[config.mk]
export PLATFORM = sky130hd
export DESIGN_NAME = shift_ser_in_framed
export DESIGN_NICKNAME = d
export VERILOG_FILES = /design/src/rtl/shift_ser_pkg.sv /design/src/rtl/shift_ser_core.sv /design/src/rtl/shift_ser_in_framed.sv
export SDC_FILE = /design/constraint.sdc
export NUM_CORES = 1
export LEC_CHECK = 0
export BUFFER_PORTS_ARGS = -buffer_cell sky130_fd_sc_hd__buf_2
export CAP_MARGIN = 0
export CORE_MARGIN = 4
export CORE_UTILIZATION = 38
export CTS_CLUSTER_SIZE = 12
export DETAILED_ROUTE_END_ITERATION = 8
export PLACE_DENSITY_LB_ADDON = 0.25
export REMOVE_ABC_BUFFERS = 1
export SLEW_MARGIN = 30
export SYNTH_ARGS = -nofsm -noshare
export SYNTH_HDL_FRONTEND = slang
export SYNTH_HIERARCHICAL = 1
export SYNTH_SLANG_ARGS = --single-unit
[constraint.sdc]
create_clock -name serclk -period 3.59 [get_ports serclk]
set_input_delay 0.359 -clock serclk [delete_from_list [all_inputs] [get_ports serclk]]
set_output_delay 0.359 -clock serclk [all_outputs]
set_load 0.1 [all_outputs]
[src/rtl/shift_ser_pkg.sv]
// Shared definitions for the framed serial-in receiver.
// Provides the bit-order constants and the counter-width helper.
package shift_ser_pkg;

    localparam bit LSB_FIRST = 1'b0;
    localparam bit MSB_FIRST = 1'b1;

    // Bit counter spans 0..width-1; keep at least one bit.
    function automatic int CNT_W(input int width);
        return (width <= 2) ? 1 : $clog2(width);
    endfunction

endpackage

[src/rtl/shift_ser_core.sv]
// Shift register, bit counter and completion strobe (falling-edge serclk).
// Ports: serclk, reset, in, frame -> o_word (post-shift value), o_done, o_short.
module shift_ser_core
    import shift_ser_pkg::*;
#(
    parameter int WIDTH     = 8,
    parameter bit MSB_FIRST = 1'b1
) (
    input  logic             serclk,
    input  logic             reset,
    input  logic             in,
    input  logic             frame,
    output logic [WIDTH-1:0] o_word,
    output logic             o_done,
    output logic             o_short
);

    localparam int             CW   = CNT_W(WIDTH);
    localparam logic [CW-1:0]  LAST = CW'(WIDTH - 1);

    logic [WIDTH-1:0] r_sh;
    logic [WIDTH-1:0] w_sh_next;
    logic [CW-1:0]    r_cnt;

    always_comb begin
        if (MSB_FIRST != LSB_FIRST) begin
            w_sh_next = {r_sh[WIDTH-2:0], in};
        end else begin
            w_sh_next = {in, r_sh[WIDTH-1:1]};
        end
    end

    // The completed word is the value the register takes on this edge.
    assign o_word  = w_sh_next;
    assign o_done  = frame && (r_cnt == LAST);
    assign o_short = !frame && (r_cnt != '0);

    always_ff @(negedge serclk or posedge reset) begin
        if (reset) begin
            r_sh  <= '0;
            r_cnt <= '0;
        end else if (frame) begin
            r_sh  <= w_sh_next;
            r_cnt <= o_done ? '0 : r_cnt + CW'(1);
        end else begin
            r_sh  <= '0;
            r_cnt <= '0;
        end
    end

endmodule

[src/rtl/shift_ser_in_framed.sv]
// Framed serial-to-parallel receiver with valid/ready holding register.
// Ports: serclk, reset, in, frame, out_ready, clr_err -> out, out_valid, overrun, short_frame.
module shift_ser_in_framed
    import shift_ser_pkg::*;
#(
    parameter int WIDTH     = 8,
    parameter bit MSB_FIRST = 1'b1
) (
    input  logic             serclk,
    input  logic             reset,
    input  logic             in,
    input  logic             frame,
    input  logic             out_ready,
    input  logic             clr_err,
    output logic [WIDTH-1:0] out,
    output logic             out_valid,
    output logic             overrun,
    output logic             short_frame
);

    logic [WIDTH-1:0] w_word;
    logic             w_done;
    logic             w_short;
    logic             w_load;
    logic             w_ovr_set;

    logic [WIDTH-1:0] r_out;
    logic             r_valid;
    logic             r_ovr;
    logic             r_short;

    shift_ser_core #(
        .WIDTH     (WIDTH),
        .MSB_FIRST (MSB_FIRST)
    ) u_core (
        .serclk  (serclk),
        .reset   (reset),
        .in      (in),
        .frame   (frame),
        .o_word  (w_word),
        .o_done  (w_done),
        .o_short (w_short)
    );

    // Holding register is free if empty or being consumed this edge.
    assign w_load    = w_done && (!r_valid || out_ready);
    assign w_ovr_set = w_done && r_valid && !out_ready;

    always_ff @(negedge serclk or posedge reset) begin
        if (reset) begin
            r_out   <= '0;
            r_valid <= 1'b0;
            r_ovr   <= 1'b0;
            r_short <= 1'b0;
        end else begin
            if (w_load) begin
                r_out   <= w_word;
                r_valid <= 1'b1;
            end else if (r_valid && out_ready) begin
                r_valid <= 1'b0;
            end
            // Set events win over a simultaneous clear.
            r_ovr   <= w_ovr_set | (r_ovr & ~clr_err);
            r_short <= w_short | (r_short & ~clr_err);
        end
    end

    assign out         = r_out;
    assign out_valid   = r_valid;
    assign overrun     = r_ovr;
    assign short_frame = r_short;

endmodule

; ---- Word-level counts from Yosys, hierarchy flattened
; Index checks and enable logic that the tools add are counted.
[totals]
inputBits = 6
ramBits = 0
output_inout_bits = 11
rom_bits = 0
ff_bits = 21
n_memories = 0
latchBits = 0
[op_classes]
bitwise = 5
order_cmp = 0
mux = 5
div_mod_pow = 0
shifts = 0
n_addsub = 1
n_reduce_logical = 12
mul = 0
eq_ne = 1
[op_table]
columns = cell, count
row1 = two-way mux 7 bit, 1
row2 = logical AND 1 bit, 6
row3 = two-way mux 3 bit, 2
row4 = adder 3 x 1 -> 3 bit (second input constant), 1
row5 = equality test 3 bit (second input constant), 1
row6 = logical NOT 1 bit, 3
row7 = nonzero test 3 bit, 1
row8 = bitwise AND 1 bit, 2
row9 = two-way mux 1 bit, 2
row10 = bitwise OR 1 bit, 2
row11 = nonzero test 2 bit, 1
row12 = logical OR 1 bit, 1
row13 = inverter 1 bit, 1

; ---- Longest topological paths before layout
[logic_depth]
ltp_word = 5
mapped_depth = 5
mapped_depth_nobuf = 5

; ---- Hierarchy
; The synthesis kept the hierarchy.
[by_module_without_submodules]
columns = module, area_each_um2, instances, cells_each, seq_area_each_um2
row1 = shift_ser_in_framed, 451.7, 1, 27, 275.3
row2 = shift_ser_core, 416.6, 1, 31, 250.2

==> results.cfg <==
[run_status]
status = completed

[worst_setup_path]
crit_arrival_ps = 3000
cp_max_fo = 2
path_buf_inv = 1
crit_slowest_cell = dfrtn_1
startpoint_type = register
crit_type = register to output pin
cp-end-kind = output pin
cpPeakStageDelay_ps = 460
cp_cell_sequence = buf_2
crit_family = flip-flops
worstPathRequired_ps = 3230

[floorplanning]
top_level_ports = 17
dieWidth_um = 55.80
die_h_um = 55.80
core_area_mm2 = 0.002191
rows = 17
dieArea_mm2 = 0.003114
start_util_pct = 39.63

[worst_hold_path]
hold_path_class = register to register

[yosys]
yosysTopAreaCell = dfrtn_1
yosysUniqueCellTypes = 16
syn-cell-area_um2 = 868.3
netlist_instances = 58
synth_top_area_share_pct = 60.52
ys_top_cells_by_area = dfrtn_1 (61%), mux2_4 (14%), and2_2 (4.3%), ha_1 (4.3%), inv_1 (3.0%)
yosysSeqAreaShare_pct = 60.52
yosys_warnings = 6
syn_area_per_cell_um2 = 14.97
synth_seq_cells = 21

[power]
power_mw = 0.4206
vdd_drop_max_mv = 0.2677
switchingPower_mw = 0.1181
internal_power_mw = 0.3025
combPwrFrac_pct = 13.3
powerDensity_mw_per_mm2 = 423.9
switching_share_pct = 28.08
p_clk_share_pct = 27.0
p_seq_share_pct = 59.7
total_leakage_power_nw = 0.5825

[routing]
drt_iter0_drc = 2
ant_nets = 0
num_vias = 449
wl_um = 1254
vias_per_cell = 4.317
drc = 0
firstDrtPassIters = 2
wl_per_cell_um = 12.06

[placed_design]
routabilityCongestion = 0.6664
place_ws_ps = 423.1
placed_area_um2 = 964.7
place_hpwl_um = 924.1
portBuffers = 16

[final_layout]
diodes = 0
fillers = 207
nets = 86
final_cell_area_um2 = 992.2
finalCoreUtilization_pct = 45.29
syn2layout_area_growth_pct = 14.27
drive_gt1_share_pct = 50.00

[sta]
setup_slack_ps = 232.4
relSlewSlack_pct = 67.79
finalSetupViolCount = 0
rsz0062_at_grt = false
clock_skew_ps = 2.953
finalHoldViolCount = 0
tightest_slew_ps = 486.4
fin_tns_setup_ps = 0
drv_slew = 0

[clock_network]
htreeDepth = 1
cts_sinks = 21
hold_buffers = 0
cts_tree = built
post_cts_buffers = 0
clockBufferDepth = 2
cts_root_buffer = clkbuf_4
clk_latency_ps = 300
numCtsBuffers = 3
clk_pin_slew_ps = 80
cts_resized = 0

[grt]
grt_start_max_net_pins = 13
grt.total_usage_pct = 9.542
grt_pass1_wl_um = 2208
grt_pass1_vias = 469
grt_antenna_before_repair = 0
gr-total-overflow = 0

[flow_run]
maxCapViolCount = 0
## final cells by class
class	instances	area, um^2	area share, %
repair buffers	16	80.08	8.071
clock buffers	3	22.52	2.270
well taps	28	35.03	3.531
clock inverters	1	5.005	0.5044
inverters	7	26.28	2.648
flip-flops and latches	21	525.5	52.96
multi-input cells	28	297.8	30.01
## logic make-up after synthesis
logic type | synth area share, %
DFF | 60.52
and+or+nand+nor | 13.69
buffers and inverters | 5.188
muxes | 13.83
AOI/OAI and AO/OA | 2.450
adders and majority gates | 4.323
## cell usage in the layout, fill, tap and decap left out
master     instances
mux2_4             8
nand2_1            1
o2bb2ai_1          1
ha_1               3
clkinv_2           1
nor2b_4            1
and3b_2            2
a21oi_1            1
inv_1              7
a21o_1             1
and2_1             3
buf_2             16
nand2b_4           1
clkbuf_4           3
dfrtn_1           21
nand2_4            1
and2_2             5
## Yosys cell counts
cell type and instances:
a21o_1 1, a21oi_1 1, and2_1 3, and2_2 5
and3b_2 2, buf_4 1, buf_6 1, dfrtn_1 21
ha_1 3, inv_1 7, mux2_4 8, nand2_1 1
nand2_4 1, nand2b_4 1, nor2b_4 1, o2bb2ai_1 1
## per-layer routing
layer  global-route usage, %  wire length [um]
met5                       0                 0
met2                   14.19               581
met3                   4.872                79
met4                   3.125                 0
met1                   11.94               593
## path summary, 6_finish.rpt
kind	start	end	slack (ps)	cells past startpoint
setup / recovery	out_valid	out_valid	230	1
hold / removal	u_core/r_cnt[0]	u_core/r_cnt[0]	420	1
setup reg to reg	u_core/r_cnt[0]	out[5]	1960	5
hold reg to reg	u_core/r_cnt[0]	u_core/r_cnt[0]	420	1
max in group asynchronous	reset	out[0]	1530	2
min in group asynchronous	reset	u_core/r_sh[6]	1710	2
## flip-flops by register name (all words and copies together) (netlist names)
register	flops
out	8
u_core/r_cnt	3
out_valid	1
overrun	1
short_frame	1
u_core/r_sh	7
## metrics by stage
stage               hold WS (ps)  std cells
CTS                        423.1        104
floorplan                  396.9         56
global placement           414.9        100
detailed placement         418.6        100
global route               447.4        104
finish                     418.3        104
## power groups by stage
| stage | registers, mW | clock network, mW | logic (mW) |
|---|---|---|---|
| after CTS | 0.251 | 0.122 | 0.0570 |
| after global placement | 0.255 | 0 | 0.0561 |
| after floorplan | 0.283 | 0 | 0.0169 |
| after global routing | 0.253 | 0.133 | 0.0597 |
| final | 0.251 | 0.114 | 0.0559 |
| after detailed placement | 0.255 | 0 | 0.0569 |
No activity file was read; power rests on OpenSTA's default activity.
